`src/rtl/uart_tx_arbiter.sv`:
```
// Four-requester round-robin arbiter feeding a single 8N1 UART transmitter.
// One byte is taken from the winning requester per frame.
module uart_tx_arbiter #(
  parameter int CLK_HZ = 50000000,
  parameter int BAUD   = 9600
) (
  input  logic        clk_50,
  input  logic        nRESET,
  input  logic [3:0]  req,
  input  logic [31:0] data_in,
  output logic [3:0]  grant,
  output logic [1:0]  cur_id,
  output logic        busy,
  output logic        txd
);

  localparam int DIV = CLK_HZ / BAUD;
  localparam int CW  = (DIV > 2) ? $clog2(DIV) : 1;

  typedef enum logic [1:0] {
    IDLE,
    START,
    DATA,
    STOP
  } state_t;

  state_t        state;
  state_t        state_n;
  logic [CW-1:0] cnt;
  logic [2:0]    idx;
  logic [7:0]    shreg;
  logic [1:0]    last_id;
  logic [1:0]    win;
  logic [1:0]    cand;
  logic          found;
  logic          tick;
  logic          take;

  assign busy = (state != IDLE);
  assign tick = busy && (cnt == CW'(DIV - 1));

  // Scan starts one past the last winner so every requester gets a turn.
  always_comb begin
    win   = last_id;
    cand  = last_id;
    found = 1'b0;
    for (int k = 1; k <= 4; k++) begin
      cand = last_id + 2'(k);
      if (!found && req[cand]) begin
        win   = cand;
        found = 1'b1;
      end
    end
  end

  always_ff @(posedge clk_50 or negedge nRESET) begin
    if (!nRESET) state <= IDLE;
    else         state <= state_n;
  end

  always_comb begin
    state_n = state;
    take    = 1'b0;
    unique case (state)
      IDLE: begin
        if (|req) begin
          state_n = START;
          take    = 1'b1;
        end
      end
      START: if (tick) state_n = DATA;
      DATA:  if (tick && idx == 3'd7) state_n = STOP;
      STOP:  if (tick) state_n = IDLE;
      default: state_n = IDLE;
    endcase
  end

  always_ff @(posedge clk_50 or negedge nRESET) begin
    if (!nRESET) begin
      grant   <= '0;
      cur_id  <= '0;
      last_id <= 2'd3;
      cnt     <= '0;
      idx     <= '0;
      shreg   <= '0;
      txd     <= 1'b1;
    end else begin
      grant <= '0;
      if (take) begin
        grant   <= 4'b0001 << win;
        shreg   <= data_in[{win, 3'b000} +: 8];
        cur_id  <= win;
        last_id <= win;
        cnt     <= '0;
        idx     <= '0;
        txd     <= 1'b0;
      end else if (busy) begin
        cnt <= tick ? '0 : cnt + 1'b1;
        if (tick) begin
          unique case (state)
            START: txd <= shreg[0];
            DATA: begin
              shreg <= shreg >> 1;
              idx   <= idx + 3'd1;
              txd   <= (idx == 3'd7) ? 1'b1 : shreg[1];
            end
            default: txd <= 1'b1;
          endcase
        end
      end
    end
  end

endmodule

```
`config.mk`:
```
export PLATFORM = sky130hd
export DESIGN_NAME = uart_tx_arbiter
export DESIGN_NICKNAME = d
export VERILOG_FILES = /design/src/rtl/uart_tx_arbiter.sv
export SDC_FILE = /design/constraint.sdc
export NUM_CORES = 1
export LEC_CHECK = 0
export ABC_AREA = 0
export CAP_MARGIN = 20
export CELL_PAD_IN_SITES_DETAIL_PLACEMENT = 0
export CELL_PAD_IN_SITES_GLOBAL_PLACEMENT = 2
export CORE_UTILIZATION = 28
export CTS_CLUSTER_DIAMETER = 120
export DETAILED_ROUTE_END_ITERATION = 10
export GPL_ROUTABILITY_DRIVEN = 0
export PLACE_DENSITY_LB_ADDON = 0.1
export SYNTH_ARGS = -nofsm -noshare
export SYNTH_HDL_FRONTEND = slang
export SYNTH_SLANG_ARGS = --single-unit
export TNS_END_PERCENT = 20
```
`constraint.sdc`:
```
create_clock -name clk_50 -period 2.1 [get_ports clk_50]
set_input_delay 0.63 -clock clk_50 [delete_from_list [all_inputs] [get_ports clk_50]]
set_output_delay 0.63 -clock clk_50 [all_outputs]
set_load 0.02 [all_outputs]
```
# Yosys cells after proc, flatten, opt, wreduce, memory -nomap -nowiden
# Cells that the tools add are included.
# Widths: inputs -> output; s select.
[totals]
word_cells = 84
inputBits = 38
output_inout_bits = 8
register_bits = 35
[op_classes]
order_cmp = 4
n_shift = 2
add_sub_neg = 5
eq_ne = 9
n_mux = 39
n_reduce_logical = 17
[op_table]
columns = ["operator", "count"]
rows = [
  ["$mux 13", 3],
  ["$mux 8", 4],
  ["$shiftx 32x6->8", 1],
  ["$mux 2", 8],
  ["$add 13x1->13 const B", 1],
  ["$eq 13x13->1 const B", 1],
  ["$mux 1", 13],
  ["$lt 2x3->1 const B", 4],
  ["$mux 3", 4],
  ["$bmux 1 s2", 4],
  ["$ne 2x2->1 const B", 4],
  ["$pmux 2 s4", 1],
  ["$reduce_bool 2->1", 4],
  ["$logic_and 1x1->1", 5],
  ["$add 2x2->2 const B", 2],
  ["$eq 2x2->1 const B", 2],
  ["$mux 4", 1],
  ["$reduce_and 4->1", 1],
  ["$reduce_or 4->1", 1],
  ["$shl 1x2->4 const A", 1],
  ["$add 3x1->3 const B", 1],
  ["$eq 3x3->1 const B", 1],
  ["$logic_not 1->1", 3],
  ["$reduce_and 3->1", 1],
  ["other kinds (5)", 5],
]

# Logic depth before layout (Yosys ltp)
# Gate-level depths: netlist of run 1.
[logic_depth]
ltp_word = 15
depth_mapped = 9
depth_no_buf = 7

# Worst setup path before layout of run 1
# No wires, ideal clock.
[synth_path]
path_kind = "register to register"
start = "register state[0]"
end = "register shreg[7]"
t_arrival_ns = 2.176
setup_ns = 0.127
required_ns = 1.973
synth_period_minus_slack_ns = 2.303
n_path_buf = 1
path_slack_ns = -0.203
stages_incl_launch_ff = 9
path_cell_list = "dfrtp_1 inv_1 ha_1 buf_2 or4b_4 nor4_4 o22ai_2 a222oi_1 inv_1"
[synth_between]
elab_chain_cells = 4
elab_cells_between_ends = 10
classes_between = "1 x eq/ne; 2 x mux; 7 x reduce/logical"
[synth_lines]
columns = ["item", "line_no", "text"]
rows = [
  ["start, declared", "27", "state_t state;"],
  ["start signal, assigned", "58", "else state <= state_n;"],
  ["$logic_not 2->1 or $reduce_bool 2->1 (tied branches)", "64, 39", ""],
  ["$mux 1 or $logic_and 1x1->1 (tied branches)", "64, 40", ""],
  ["$reduce_bool 2->1 (no line)", "-", ""],
  ["$reduce_and 3->1 (no line)", "-", ""],
  ["end signal, assigned", "91", "shreg <= data_in[{win, 3'b000} +: 8];"],
  ["end signal, assigned", "103", "shreg <= shreg >> 1;"],
  ["end, declared", "31", "logic [7:0] shreg;"],
]
# Parallel ways exist; a longest one is shown, timed or not.
# A chain may end at the register's enable or synchronous reset.

# Final worst setup path of run 1
[layout_path]
start = "input req[0]"
end = "register shreg[6]"
[layout_between]
elab_chain_cells = 14
elab_cells_between_ends = 30
classes_between = "1 x shift; 18 x mux; 11 x reduce/logical"
[layout_lines]
columns = ["item", "line_no", "text"]
rows = [
  ["start, declared", "9", "input logic [3:0] req,"],
  ["$bmux 1 s2", "49", "if (!found && req[cand]) begin"],
  ["$mux 1 (not written as such)", "49", ""],
  ["$mux 1", "49", ""],
  ["$logic_not 1->1", "49", ""],
  ["$logic_and 1x1->1", "49", ""],
  ["$mux 1", "49", ""],
  ["$logic_not 1->1", "49", ""],
  ["$logic_and 1x1->1", "49", ""],
  ["$mux 1", "49", ""],
  ["$logic_not 1->1", "49", ""],
  ["$logic_and 1x1->1", "49", ""],
  ["$mux 2", "49", ""],
  ["$shiftx 32x6->8", "91", ""],
  ["$mux 8", "89", "if (take) begin"],
]
# Parallel ways exist; a longest one is shown, timed or not. The select of a mux whose other input is x is not followed.

==> results of run 1 <==
-- worst register-to-register path, delay by kind of cell (launching register included) --
kind	cells	cell delay, ps
AO/OA/AOI/OAI	3	690
flip-flops	1	590
buffers and inverters	2	300
multiplexers	2	420
-- sequential cells by signal, summed over array words and instances, names as in the netlist --
register,count
txd,1
cnt,13
state,2
cur_id,2
grant,4
shreg,8
idx,3
last_id,2
-- Yosys cell counts, types with 2 or more instances --
| master | count |
|---|---|
| a21oi_1 | 12 |
| a222oi_1 | 8 |
| a22o_1 | 3 |
| a31oi_1 | 4 |
| and3_1 | 3 |
| buf_2 | 3 |
| buf_4 | 2 |
| clkbuf_1 | 2 |
| dfrtp_1 | 32 |
| dfstp_2 | 3 |
| ha_1 | 7 |
| inv_1 | 5 |
| mux2_2 | 18 |
| mux2i_1 | 3 |
| nand2_1 | 13 |
| nand3_1 | 2 |
| nand4_1 | 4 |
| nor2_1 | 21 |
| nor2b_1 | 4 |
| nor3_1 | 3 |
| o21a_1 | 2 |
| o21ai_0 | 23 |
| o31ai_1 | 2 |
-- cells by family (layout without fill, tap and decap cells) --
| family | after synthesis | count (layout) | share of synthesized area |
|---|---|---|---|
| AND/OR/NAND/NOR | 61 | 61 | 0.1617 |
| AO/OA/AOI/OAI | 60 | 60 | 0.2072 |
| flip-flops | 35 | 35 | 0.4388 |
| multiplexers | 21 | 21 | 0.1161 |
| buffers and inverters | 12 | 94 | 0.02809 |
| adder cells (fa/ha/maj) | 7 | 7 | 0.04369 |
| XOR/XNOR | 1 | 1 | 0.004370 |
-- cell type report --
class,count,area share
clock buffers,6,0.02342
clock inverters,2,0.01938
inverters,5,0.006056
multi-input cells,150,0.3771
flip-flops and latches,35,0.2838
well taps,96,0.03876
repair buffers,81,0.2515
-- stage by stage --
stage	worst slack [ps]	instances
3_5_place_dp	-616.7	358
3_3_place_gp	-611.9	358
6_report	-25.29	375
5_1_grt	-97.49	375
2_1_floorplan	-38.08	197
4_1_cts	-37.28	371
-- worst max path at each step --
stage	from	slack, ps	endpoint
after floorplan	state[0]$_DFFE_PN0P_	-40	shreg[7]$_DFFE_PN0P_
after global placement	req[3]	-610	shreg[1]$_DFFE_PN0P_
after detailed placement	req[2]	-620	shreg[5]$_DFFE_PN0P_
after CTS	last_id[1]$_DFFE_PN1N_	-40	shreg[6]$_DFFE_PN0P_
after global routing	last_id[1]$_DFFE_PN1N_	-100	shreg[5]$_DFFE_PN0P_
final	req[0]	-30	shreg[6]$_DFFE_PN0P_
-- repair_timing --
item / 4_1_cts / 5_1_grt
endpoints found under the setup margin: 13 / 23
buffers inserted: 4 / 4
endpoints found under the hold margin: 0 / 0
cloned: 1 / 1
pin swaps: 6 / 11
gates resized for setup: 15 / 22
hold buffers: 0 / 0
-- per-layer routing --
| layer | share of wire | track usage |
|---|---|---|
| met5 | 0 | 0 |
| met2 | 0.45 | 0.2460 |
| met3 | 0.026 | 0.03238 |
| met1 | 0.52 | 0.2278 |
| met4 | 0.0091 | 0.04242 |
-- power breakdown --
| part | internal [mW] | switching, mW |
|---|---|---|
| registers | 0.680 | 0.00440 |
| clock network | 0.475 | 0.248 |
| logic | 0.169 | 0.0853 |
==> impl_metrics.json, run 1 <==
{
  "outcome": "complete, but fails checks",
  "violations": "setup timing",
  "utilization": 0.4512,
  "cts_tree": "built",
  "cp_data_required_time_ps": 2260,
  "n_antenna_cell": 0,
  "r2r_start": "last_id[1]$_DFFE_PN1N_",
  "core_um2": 6869,
  "path_class": "in -> reg",
  "period_share": 1.012,
  "yosysTopAreaCell": "dfrtp_1",
  "fin_area_um2": 3099,
  "h-tree-depth": 2,
  "synth-edff-count": 0,
  "grt.overflow.total": 0,
  "seq_area_frac_synth": 0.4388,
  "nNetsFinal": 323,
  "fin_crit_ps": 2125,
  "synthTopCellsByArea": "dfrtp_1 40%, mux2_2 10%, o21ai_0 5.7%, ha_1 4.4%, a222oi_1 4.0%",
  "path_max_fanout": 4,
  "slew_viol_final": 0,
  "final_common_cell": "clkdlybuf4s50_1",
  "clockRootBuffer": "clkbuf_8",
  "rsz0062_at_grt": "true",
  "avgSynthCellArea_um2": 10.17,
  "grt_max_degree": 20,
  "fillers": 669,
  "hold_viol": 0,
  "cp_num_buf_inv": 3,
  "wl_per_cell_um": 14.88,
  "cts_buffers": 5,
  "syn_nets": 242,
  "die_w_um": 86.61,
  "start_util": 0.2918,
  "syn_area_um2": 2004,
  "timing.hold.ws_ps": 275.4,
  "leakage_nw": 1.368,
  "drc": 0,
  "cts.path.max_buffers": 2,
  "r2r_setup_slack_ps": -20,
  "async_reset_ff_frac": 1.000,
  "cp_cell_sequence": "clkdlybuf4s15_1 > mux2i_2 > a221oi_4 > buf_4 > clkbuf_16 > mux2_2 > a222oi_1 > a21oi_1",
  "synthFlopType": "dfrtp_1",
  "antenna_left": 0,
  "clk_latency_ps": 280,
  "vias": 1810,
  "first_pass_iters": 5,
  "r2r_end": "shreg[6]$_DFFE_PN0P_",
  "path_clk_slew_ps": 70,
  "first_iter_violations": 108,
  "tightest_slew_ps": 449.3,
  "finalSetupTns_ps": -40.36,
  "grtUsageTotal": 0.1598,
  "die-area_um2": 7501,
  "die-height_um": 86.61,
  "io_pins": 46,
  "worst-r2r-cell-count": 7,
  "fp-row-count": 30,
  "critPathLaunchType": "input pin",
  "portBuffers": 45,
  "synth_top_cell_area_share": 0.3995,
  "syn_to_final_growth_pct": 54.62,
  "synth_cell_types": 41,
  "grt_pass1_wl_um": 9149,
  "final_cell_mix": "39 x clkdlybuf4s50_1, 32 x dfrtp_1, 28 x buf_4, 20 x o21ai_0, 18 x nor2_1",
  "report.power.total_mw": 1.661,
  "multiInputGateArea_um2": 1169,
  "maxSlewHeadroom": 0.7002,
  "fmax_mhz": 470.5,
  "cp_top_family": "compound AO/OA/AOI/OAI gates",
  "worst_slack_ps": -25.29,
  "yosys_register_bits": 35,
  "worst-path-stages": 8,
  "drt_wl_total_um": 5581,
  "skew_ps": 5.583,
  "placed_cell_area_um2": 2791,
  "cts.sinks": 35,
  "dp_hpwl_um": 3957,
  "antenna_found_initial": 0,
  "regArea_um2": 879.6,
  "crit_arrival_ps": 2290,
  "hold_class": "in -> async",
  "vias_per_cell": 4.827,
  "drive_gt1_frac": 0.3118,
  "critPathSlowestCell": "mux2_2",
  "grt_pass1_vias": 1798,
  "yosys_warnings": 0,
  "powerDensity_nw_per_um2": 536.0,
  "max_stage_delay_ps": 320,
  "setup_viol": 2,
  "end_kind": "flop",
  "syn_inst": 197,
  "drv_cap": 0,
  "max-vdd-ir-drop_mv": 0.3978
}
(Power assumes the default switching activity.)
==> run 2, diff against run 1 <==
Settings changed: CELL_PAD_IN_SITES_DETAIL_PLACEMENT 0 to 1.
==> impl_metrics.json, run 2 (synthesized netlist as in run 1, its figures left out) <==
{
  "outcome": "finished, final reports clean",
  "r2r_end": "shreg[7]$_DFFE_PN0P_",
  "cp_top_family": "compound AO/OA/AOI/OAI gates",
  "grt_max_degree": 20,
  "cts_buffers": 5,
  "drv_cap": 0,
  "core_um2": 6869,
  "crit_arrival_ps": 2260,
  "r2r_setup_slack_ps": 3,
  "cts.sinks": 35,
  "fillers": 782,
  "path_class": "reg -> reg",
  "startpoint": "last_id[1]$_DFFE_PN1N_",
  "first_iter_violations": 80,
  "reg_top3": "cnt (13), shreg (8), grant (4)",
  "powerDensity_nw_per_um2": 475.4,
  "clk_latency_ps": 280,
  "grt_pass1_wl_um": 9708,
  "hold_viol": 0,
  "path_clk_slew_ps": 80,
  "finalSetupTns_ps": 0,
  "drc": 0,
  "drive_gt1_frac": 0.2982,
  "largest_register_ffs": 13,
  "grt_pass1_vias": 1902,
  "r2r_start": "last_id[1]$_DFFE_PN1N_",
  "path_max_fanout": 9,
  "slew_viol_final": 0,
  "fmax_mhz": 477.0,
  "wl_per_cell_um": 15.22,
  "period_share": 0.9984,
  "regMostFlops": "cnt",
  "max_stage_delay_ps": 590,
  "cts_tree": "built",
  "antenna_left": 0,
  "h-tree-depth": 2,
  "cp_num_buf_inv": 3,
  "final_cells": 371,
  "critPathLaunchType": "flop",
  "drt_wl_total_um": 5645,
  "antenna_found_initial": 0,
  "skew_ps": 9.893,
  "dp_hpwl_um": 4231,
  "nNetsFinal": 319,
  "leakage_nw": 1.319,
  "critPathSlowestCell": "dfstp_2",
  "vias_per_cell": 4.906,
  "grt.overflow.total": 0,
  "fin_area_um2": 2973,
  "tightest_slew_ps": 440.1,
  "vias": 1820,
  "maxSlewHeadroom": 0.7066,
  "placed_cell_area_um2": 2791,
  "place_inst": 358,
  "utilization": 0.4328,
  "setup_viol": 0,
  "n_antenna_cell": 0,
  "die-height_um": 86.61,
  "end_kind": "flop",
  "die-area_um2": 7501,
  "max-vdd-ir-drop_mv": 0.2303,
  "final_common_cell": "clkdlybuf4s50_1",
  "hold_buffers": 0,
  "final_cell_mix": "39 x clkdlybuf4s50_1, 32 x dfrtp_1, 29 x buf_4, 18 x nor2_1, 13 x nand2_1",
  "cp_cell_sequence": "mux2i_2 > a221oi_4 > buf_12 > buf_4 > mux2_4 > a222oi_1 > inv_1",
  "rsz0062_at_grt": "true",
  "portBuffers": 45,
  "first_pass_iters": 5,
  "die_w_um": 86.61,
  "io_pins": 46,
  "start_util": 0.2918,
  "fp-row-count": 30,
  "syn_to_final_growth_pct": 48.31,
  "clockRootBuffer": "clkbuf_8",
  "grtUsageTotal": 0.1671,
  "worst-r2r-cell-count": 7,
  "cts.path.max_buffers": 2,
  "cp_data_required_time_ps": 2260,
  "hold_class": "in -> async",
  "fin_crit_ps": 2097
}
## run 2: cell types whose count changed in the layout (fill, tap and decap cells not counted), sizes merged
cell,change
buf,-3
bufinv,-2
clkbuf,-1
clkdlybuf4s15,-1
clkinv,+1
clkinvlp,+2
## run 2: layout make-up
type                       instances  area, um2  share of cell area
multi-input combinational        150       1157              0.3893
sequential                        35      879.6              0.2959
timing repair buffer              77      708.2              0.2382
tap                               96      120.1             0.04040
clock buffer                       5      68.82             0.02315
clock inverter                     3      20.02            0.006734
inverter                           5      18.77            0.006313
## run 2: how the worst max path moves through the flow
stage | to | slack (ps) | depth (start not counted)
2_1_floorplan | shreg[7]$_DFFE_PN0P_ | -40 | 8
3_3_place_gp | shreg[1]$_DFFE_PN0P_ | -610 | 6
3_5_place_dp | shreg[4]$_DFFE_PN0P_ | -630 | 7
4_1_cts | shreg[1]$_DFFE_PN0P_ | -40 | 7
5_1_grt | shreg[5]$_DFFE_PN0P_ | -90 | 6
6_report | shreg[7]$_DFFE_PN0P_ | 3 | 7
## run 2: worst register-to-register path, delay by kind of cell (launching register included)
kind | cells | cell delay [ps]
AOI/OAI and AO/OA | 2 | 640
buffers and inverters | 3 | 370
DFF | 1 | 590
muxes | 2 | 380
## run 2: repair_timing
item	CTS	global route
endpoints found under the setup margin	15	23
pin swaps	6	10
resized for setup	14	26
buffers inserted	5	0
cloned	1	0
## run 2: report_power, final
group | switching [mW] | total (mW) | internal [mW]
combinational | 0.0812 | 0.233 | 0.152
sequential | 0.00439 | 0.684 | 0.679
clock | 0.265 | 0.496 | 0.231
total | 0.351 | 1.41 | 1.06
## run 2: layer usage
layer / vias up / part of all wire / track usage
met5: - / 0 / 0
met4: 0 / 0.0034 / 0.03636
met3: 2 / 0.024 / 0.03714
met2: 20 / 0.46 / 0.2576
met1: 903 / 0.51 / 0.2392
li1: 895 / - / -
## run 2: through the flow
stage / worst slack (ps) / hold WS [ps] / power [mW]
2_1_floorplan: -38.08 / 334.4 / 0.7794
3_3_place_gp: -611.9 / 469.3 / 0.9023
3_5_place_dp: -628.0 / 476.7 / 0.9025
4_1_cts: -41.86 / 281.5 / 1.446
5_1_grt: -89.07 / 300.6 / 1.484
6_report: 3.447 / 278.1 / 1.413
